File: config.mk
export PLATFORM = sky130hd
export DESIGN_NAME = fll_cfg_arbiter
export DESIGN_NICKNAME = d
export VERILOG_FILES = /design/src/rtl/fll_cfg_arbiter.sv
export SDC_FILE = /design/constraint.sdc
export NUM_CORES = 1
export LEC_CHECK = 0
export ABC_CLOCK_PERIOD_IN_PS = 1800
export CAP_MARGIN = 20
export CORE_ASPECT_RATIO = 1.4
export CORE_UTILIZATION = 37
export DETAILED_ROUTE_END_ITERATION = 16
export PLACE_DENSITY = 0.81
export RECOVER_POWER = 100
export SLEW_MARGIN = 20
export SYNTH_ARGS = -nofsm -noshare
export SYNTH_HDL_FRONTEND = slang
export SYNTH_SLANG_ARGS = --single-unit
File: constraint.sdc
create_clock -name clk_i -period 1.8 [get_ports clk_i]
set_input_delay 0.36 -clock clk_i [delete_from_list [all_inputs] [get_ports clk_i]]
set_output_delay 0.36 -clock clk_i [all_outputs]
set_load 0.02 [all_outputs]
File: src/rtl/fll_cfg_arbiter.sv
// Round-robin arbiter serialising NR_REQ requesters onto one four-phase FLL CFG port.
// Optional ISSUE watchdog enabled by defining FLL_CFG_ARB_TIMEOUT_EN.
module fll_cfg_arbiter #(
  parameter int unsigned NR_REQ     = 2,
  parameter int unsigned ADDR_WIDTH = 4,
  parameter int unsigned DATA_WIDTH = 32,
  parameter int unsigned TIMEOUT    = 1024,
  localparam int unsigned IDW       = $clog2(NR_REQ)
) (
  input  logic                                 clk_i,
  input  logic                                 rst_ni,
  input  logic [NR_REQ-1:0]                    req_i,
  input  logic [NR_REQ-1:0][ADDR_WIDTH-1:0]    addr_i,
  input  logic [NR_REQ-1:0][DATA_WIDTH-1:0]    wdata_i,
  input  logic [NR_REQ-1:0]                    web_i,
  output logic [NR_REQ-1:0]                    ack_o,
  output logic [DATA_WIDTH-1:0]                rdata_o,
  output logic [NR_REQ-1:0]                    err_o,
  output logic                                 busy_o,
  output logic [IDW-1:0]                       gnt_id_o,
  output logic                                 fll_req_o,
  input  logic                                 fll_ack_i,
  output logic [ADDR_WIDTH-1:0]                fll_addr_o,
  output logic [DATA_WIDTH-1:0]                fll_wdata_o,
  output logic                                 fll_web_o,
  input  logic [DATA_WIDTH-1:0]                fll_rdata_i
);

  localparam logic [1:0] S_IDLE  = 2'd0;
  localparam logic [1:0] S_ISSUE = 2'd1;
  localparam logic [1:0] S_DRAIN = 2'd2;

  logic [1:0]            r_state;
  logic [IDW-1:0]        r_ptr;
  logic [IDW-1:0]        r_gnt;
  logic                  r_req;
  logic [ADDR_WIDTH-1:0] r_addr;
  logic [DATA_WIDTH-1:0] r_wdata;
  logic                  r_web;
  logic [DATA_WIDTH-1:0] r_rdata;
  logic [NR_REQ-1:0]     r_ack;

  logic                  w_found;
  logic [IDW-1:0]        w_win;
  logic [IDW-1:0]        w_idx;
  logic [IDW-1:0]        w_ptr_nxt;

  // First active requester at or after the pointer, wrapping around.
  always_comb begin
    w_found = 1'b0;
    w_win   = r_ptr;
    w_idx   = r_ptr;
    for (int unsigned i = 0; i < NR_REQ; i++) begin
      w_idx = IDW'((32'(r_ptr) + i) % NR_REQ);
      if (!w_found && req_i[w_idx]) begin
        w_found = 1'b1;
        w_win   = w_idx;
      end
    end
  end

  assign w_ptr_nxt = (w_win == IDW'(NR_REQ - 1)) ? '0 : w_win + 1'b1;

`ifdef FLL_CFG_ARB_TIMEOUT_EN
  localparam int unsigned CNTW = $clog2(TIMEOUT + 1);
  logic [CNTW-1:0]   r_cnt;
  logic [NR_REQ-1:0] r_err;
  assign err_o = r_err;
`else
  logic w_unused_timeout;
  assign w_unused_timeout = (TIMEOUT != 0);
  assign err_o = '0;
`endif

  always_ff @(posedge clk_i) begin
    if (!rst_ni) begin
      r_state <= S_IDLE;
      r_ptr   <= '0;
      r_gnt   <= '0;
      r_req   <= 1'b0;
      r_addr  <= '0;
      r_wdata <= '0;
      r_web   <= 1'b1;
      r_rdata <= '0;
      r_ack   <= '0;
`ifdef FLL_CFG_ARB_TIMEOUT_EN
      r_cnt   <= '0;
      r_err   <= '0;
`endif
    end else begin
      r_ack <= '0;
`ifdef FLL_CFG_ARB_TIMEOUT_EN
      r_err <= '0;
`endif
      case (r_state)
        S_IDLE: begin
          // A stale ack from the previous transfer blocks any new grant.
          if (w_found && !fll_ack_i) begin
            r_state <= S_ISSUE;
            r_req   <= 1'b1;
            r_gnt   <= w_win;
            r_ptr   <= w_ptr_nxt;
            r_addr  <= addr_i[w_win];
            r_wdata <= wdata_i[w_win];
            r_web   <= web_i[w_win];
`ifdef FLL_CFG_ARB_TIMEOUT_EN
            r_cnt   <= '0;
`endif
          end
        end
        S_ISSUE: begin
          if (fll_ack_i) begin
            if (r_web) r_rdata <= fll_rdata_i;
            r_req        <= 1'b0;
            r_ack[r_gnt] <= 1'b1;
            r_state      <= S_DRAIN;
          end
`ifdef FLL_CFG_ARB_TIMEOUT_EN
          else if (r_cnt == CNTW'(TIMEOUT - 1)) begin
            r_rdata      <= DATA_WIDTH'(32'hDEAD_BEEF);
            r_req        <= 1'b0;
            r_ack[r_gnt] <= 1'b1;
            r_err[r_gnt] <= 1'b1;
            r_state      <= S_DRAIN;
          end else begin
            r_cnt <= r_cnt + 1'b1;
          end
`endif
        end
        S_DRAIN: begin
          if (!fll_ack_i) r_state <= S_IDLE;
        end
        default: r_state <= S_IDLE;
      endcase
    end
  end

  assign ack_o       = r_ack;
  assign rdata_o     = r_rdata;
  assign busy_o      = (r_state != S_IDLE);
  assign gnt_id_o    = r_gnt;
  assign fll_req_o   = r_req;
  assign fll_addr_o  = r_addr;
  assign fll_wdata_o = r_wdata;
  assign fll_web_o   = r_web;

endmodule

# After elaboration in Yosys (flattened, before gate mapping)
# Index checks and enable logic that the tools add are counted.
# Widths: inputs -> output; s select.
classes:
  add_sub_neg: 2
  magnitude_cmp: 5
  eq_ne: 5
  mux: 23
  n_reduce_logical: 13
ops:
  columns: ["operator", "count"]
  rows:
  - ["$mux 32", 2]
  - ["$mux 1", 13]
  - ["$reduce_and 3->1", 4]
  - ["$lt 1x2->1 const B", 4]
  - ["$mux 4", 2]
  - ["$mux 2", 3]
  - ["$ne 2x2->1 const B", 3]
  - ["$pmux 2 s3", 1]
  - ["$reduce_bool 2->1", 2]
  - ["$logic_and 1x1->1", 3]
  - ["$add 1x1->1 const B", 2]
  - ["$eq 2x1->1 const B", 1]
  - ["$eq 2x2->1 const B", 1]
  - ["$logic_not 1->1", 2]
  - ["$logic_not 2->1", 1]
  - ["$pmux 1 s2", 1]
  - ["$reduce_and 2->1", 1]
  - ["$demux 1 s1", 1]
  - ["$ge 1x1->1 const B", 1]
totals:
  reg_bits: 76
  input_bits: 111
  word_cells: 57

# Longest topological paths before layout
depth:
  ltp_word: 9
  mapped_depth: 6

# Least setup slack after synthesis
# Ideal clock, no wire load.
synth_timing:
  path_type: "input -> register"
  start: "input req_i[0]"
  end: "register r_wdata[15] (netlist: fll_wdata_o[15])"
  setup_ns: 0.125
  arrival_time_ns: 1.309
  required_ns: 1.675
  path_slack_ns: 0.365
  cell_stages: 5
  n_path_buf: 2
  path_cell_list: "inv_2 a2111oi_4 buf_2 buf_2 a31oi_1"
synth_via:
  elab_chain_cells: 8
synth_lines:
  columns: ["element", "line", "rtl"]
  rows:
  - ["from (decl)", "12", "input logic [NR_REQ-1:0] req_i,"]
  - ["$mux 1 (implied by the code) (2 in series)", "55", "if (!w_found && req_i[w_idx]) begin"]
  - ["$mux 1", "55", null]
  - ["$logic_not 1->1", "55", null]
  - ["$logic_and 1x1->1", "55", null]
  - ["$mux 1", "55", null]
  - ["$mux 32 (implied by the code) or $logic_and 1x1->1 (tied branches)", "104, 98", null]
  - ["$mux 32 (implied by the code) or $reduce_and 2->1 (tied branches)", null, null]
  - ["to (signal assigned)", "104", "r_wdata <= wdata_i[w_win];"]
  - ["to (decl)", "38", "logic [DATA_WIDTH-1:0] r_wdata;"]
# Parallel ways exist; a longest one is shown, timed or not. The select of a mux whose other input is x is not followed.
# A chain may end at the register's enable or synchronous reset.

# Worst setup path in the final report
layout_timing:
  start: "register r_state[1]"
  end: "output busy_o"
layout_via:
  elab_chain_cells: 1
layout_lines:
  columns: ["element", "line", "rtl"]
  rows:
  - ["from (decl)", "33", "logic [1:0] r_state;"]
  - ["from (signal assigned)", "77", "r_state <= S_IDLE;"]
  - ["from (signal assigned)", "99", "r_state <= S_ISSUE;"]
  - ["from (signal assigned)", "116", "r_state <= S_DRAIN;"]
  - ["$reduce_bool 2->1", "140", "assign busy_o = (r_state != S_IDLE);"]
  - ["to (decl)", "19", "output logic busy_o,"]
# No other way between the ends.

==> out/qor.txt <==
=================================================================================
Run status .........................................................    completed
Switching part of the total ........................................        24.8%
Crit path arrival time .............................................      1.38 ns
Layout fillers .....................................................          650
Number of buffers inserted by port buffering .......................          184
Clk network pwr share ..............................................        37.8%
X dimension of the die .............................................      78.3 µm
Kind of path behind the tightest hold check ........................      reg2reg
GRT Util Overall ...................................................        21.4%
Most instantiated flip-flop cell in the synthesis netlist ..........      dfxtp_1
Cell Area, Placed ..................................................  0.00501 mm²
Final Routed Wirelength ............................................      8.95 mm
Sequential group share of total power ..............................        41.5%
HPWL after detailed placement ......................................      6.39 mm
Final worst path period need .......................................      1.74 ns
Via count of the first global-routing pass .........................         3256
Antenna Diode Count ................................................            0
Seq/Total Area, Yosys ..............................................        50.4%
First-pass GRT wire length .........................................      14.4 mm
Pleak ..............................................................   0.00214 µW
RSZ-0062 raised after global routing ...............................           no
Warning count from the yosys run ...................................            0
F_max ..............................................................      576 MHz
Final core utilization .............................................        67.2%
Leading post-synthesis cells by instance count ..................... nand2_1 (141), dfxtp_1 (76), a31oi_1 (36), a21boi_0 (32), o21ai_0 (27)
Pwr Density ........................................................   841 mW/mm²
TritonCTS clock tree ...............................................         done
Distinct cells, synth ..............................................           28
Overflow left after global routing .................................            0
Data required time at the worst endpoint ...........................      1.44 ns
Path type of the worst setup path ..................................      reg2out
Chip height ........................................................       109 µm
Boundary Pins ......................................................          187
Largest net degree at the start of global routing ..................           78
H-tree depth .......................................................            3
Met3 routing resource usage after global routing ...................        6.11%
Met2 track demand over resource ....................................        39.8%
Synthesized area divided by synthesized cell count .................     8.01 µm²
Avg Vias per Cell ..................................................         4.96
DRC viols ..........................................................            0
Initial detailed-routing violation count ...........................          125
Post-route fraction of the period consumed by the critical path ....        96.5%
Max-cap viol count .................................................            0
Clock transition at the registers of the reported paths ............      0.08 ns
Power spent charging and discharging nets ..........................      1100 µW
GRT Max-Usage Layer ................................................         met2
Via Count ..........................................................         3261
Int Pwr ............................................................      3330 µW
Worst VDD drop .....................................................     0.501 mV
Syn Std Cell Area ..................................................  0.00302 mm²
Root buffer selected by CTS ........................................     clkbuf_8
Setup crit start kind ..............................................    flip-flop
Worst-case clock skew ..............................................   0.00808 ns
Portion of synthesized cell area occupied by the leading cell type .        50.4%
Max Buffers Root-to-Sink ...........................................            2
Fraction of final layout cells with drive strength greater than 1 ..        5.73%
Clock network latency to the later pin of the worst-skew pair ......      0.34 ns
Met1 track demand over resource ....................................        22.5%
Final Wtd Congestion ...............................................        0.703
Final-report setup violation count .................................            0
Detail-routed net length per standard cell .........................      13.6 µm
CTS hold repair buffers ............................................            0
Net count, final ...................................................          665
Share of total power in combinational logic ........................        20.8%
Maximum fanout along the worst path ................................            5
CTS buffer count ...................................................            9
Dominant cells by area after synthesis ............................. dfxtp_1 (50%), nand2_1 (18%), a21boi_0 (8.0%), a31oi_1 (7.5%), o21ai_0 (4.5%)
Post-CTS setup buffer count ........................................            0
Starting density of the core .......................................        38.5%
Worst setup slack after layout .....................................    0.0637 ns
Library cell with the highest instance count after synthesis .......      nand2_1
Final hold violation count .........................................            0
Core region area ...................................................  0.00785 mm²
Syn Inst Count .....................................................          377
Antenna violations before repair ...................................            0
Area enclosed by the die boundary ..................................  0.00853 mm²
Count of state elements after synthesis ............................           76
Area Overhead vs Synth .............................................        74.7%
Crit path capture type .............................................   output pin
DR pass1 iterations ................................................            4
Setup Slack @ Placement ............................................    -0.262 ns
Finished Cell Area .................................................  0.00527 mm²
Cell type contributing the most total cell area after synthesis ....      dfxtp_1
Final Slew Violations ..............................................            0
Standard-cell row count ............................................           38
Share of synthesized flip-flops with an asynchronous set or reset ..           0%
Post-DRT Antenna Nets ..............................................            0
Number of synthesized flops with an enable pin .....................            0
Total clock sinks ..................................................           76
=================================================================================
-- worst max-delay path, stage by stage, from the launching register on --
cell and delay (ns):
dfxtp_1 0.38, or2_2 0.32, dlygate4sd2_1 0.33
-- state kept, by name, summed over array words and instances, names as in the netlist --
name         cells
fll_addr_o       4
r_state          2
gnt_id_o         1
fll_web_o        1
fll_wdata_o     32
r_ptr            1
rdata_o         32
ack_o            2
fll_req_o        1
-- power groups by stage --
stage          logic, µW  clock network, µW  registers [µW]
4_1_cts              960               1710            1840
3_5_place_dp         957                  0            1880
5_1_grt              996               1790            1850
6_report             922               1670            1840
3_3_place_gp         941                  0            1880
2_1_floorplan        283                  0            2000
-- through the flow --
step | TNS (ns) | std cells | hold slack [ns] | power, µW
2_1_floorplan | 0 | 378 | 0.439 | 2280
3_3_place_gp | -8.40 | 643 | 0.449 | 2820
3_5_place_dp | -10.93 | 643 | 0.456 | 2840
4_1_cts | 0 | 658 | 0.467 | 4510
5_1_grt | 0 | 658 | 0.484 | 4640
6_report | 0 | 658 | 0.461 | 4430
-- metal layers --
layer | wire length [µm] | vias up
met5 | 0 | -
met4 | 192 | 0
met3 | 685 | 17
met2 | 4610 | 142
met1 | 3460 | 1484
li1 | - | 1618
-- logic make-up (layout without fill, tap and decap cells) --
logic type / Yosys count / after routing / share of synthesized area, %
flops: 76 / 76 / 50.4
simple gates: 151 / 151 / 19.7
compound gates: 110 / 110 / 23.5
other cells: 1 / 2 / 0.124
buf+inv: 36 / 216 / 5.31
fa+ha+maj: 2 / 2 / 0.663
xor+xnor: 1 / 1 / 0.290
-- cells in the final DEF, fill, tap and decap left out, types with 2 or more instances in the layout --
master and count:
dlygate4sd3_1 55, inv_1 2, maj3_1 2, dfxtp_1 76
buf_12 6, buf_4 6, clkinv_4 2, and3_1 2
clkdlybuf4s50_1 127, conb_1 2, clkbuf_8 9, a21boi_0 32
nand2_1 141, bufinv_16 4, a31oi_1 36, o21ai_0 36
-- timing repair --
action / 4_1_cts / 5_1_grt
setup endpoints to repair: 1 / 0
endpoints found under the hold margin: 0 / 0
resized for setup: 1 / 0
-- cell type report --
class	instances	area [µm²]	share of cell area [%]
Clock buffer	9	124	2.35
Clock inverter	6	138	2.61
Inverter	3	11.3	0.214
Multi-Input combinational cell	266	1340	25.4
Sequential cell	76	1520	28.9
Tap cell	100	125	2.37
Timing Repair Buffer	198	2010	38.2
-- final timing paths --
| path | startpoint | end | slack [ns] | depth (start not counted) |
|---|---|---|---|---|
| hold / removal | rdata_o[2] | rdata_o[2] | 0.46 | 2 |
| setup reg to reg | r_state[0] | fll_addr_o[0] | 0.32 | 4 |
| hold reg to reg | rdata_o[2] | rdata_o[2] | 0.46 | 2 |
| setup / recovery | r_state[1] | busy_o | 0.06 | 2 |
No activity file was read; power rests on OpenSTA's default activity.
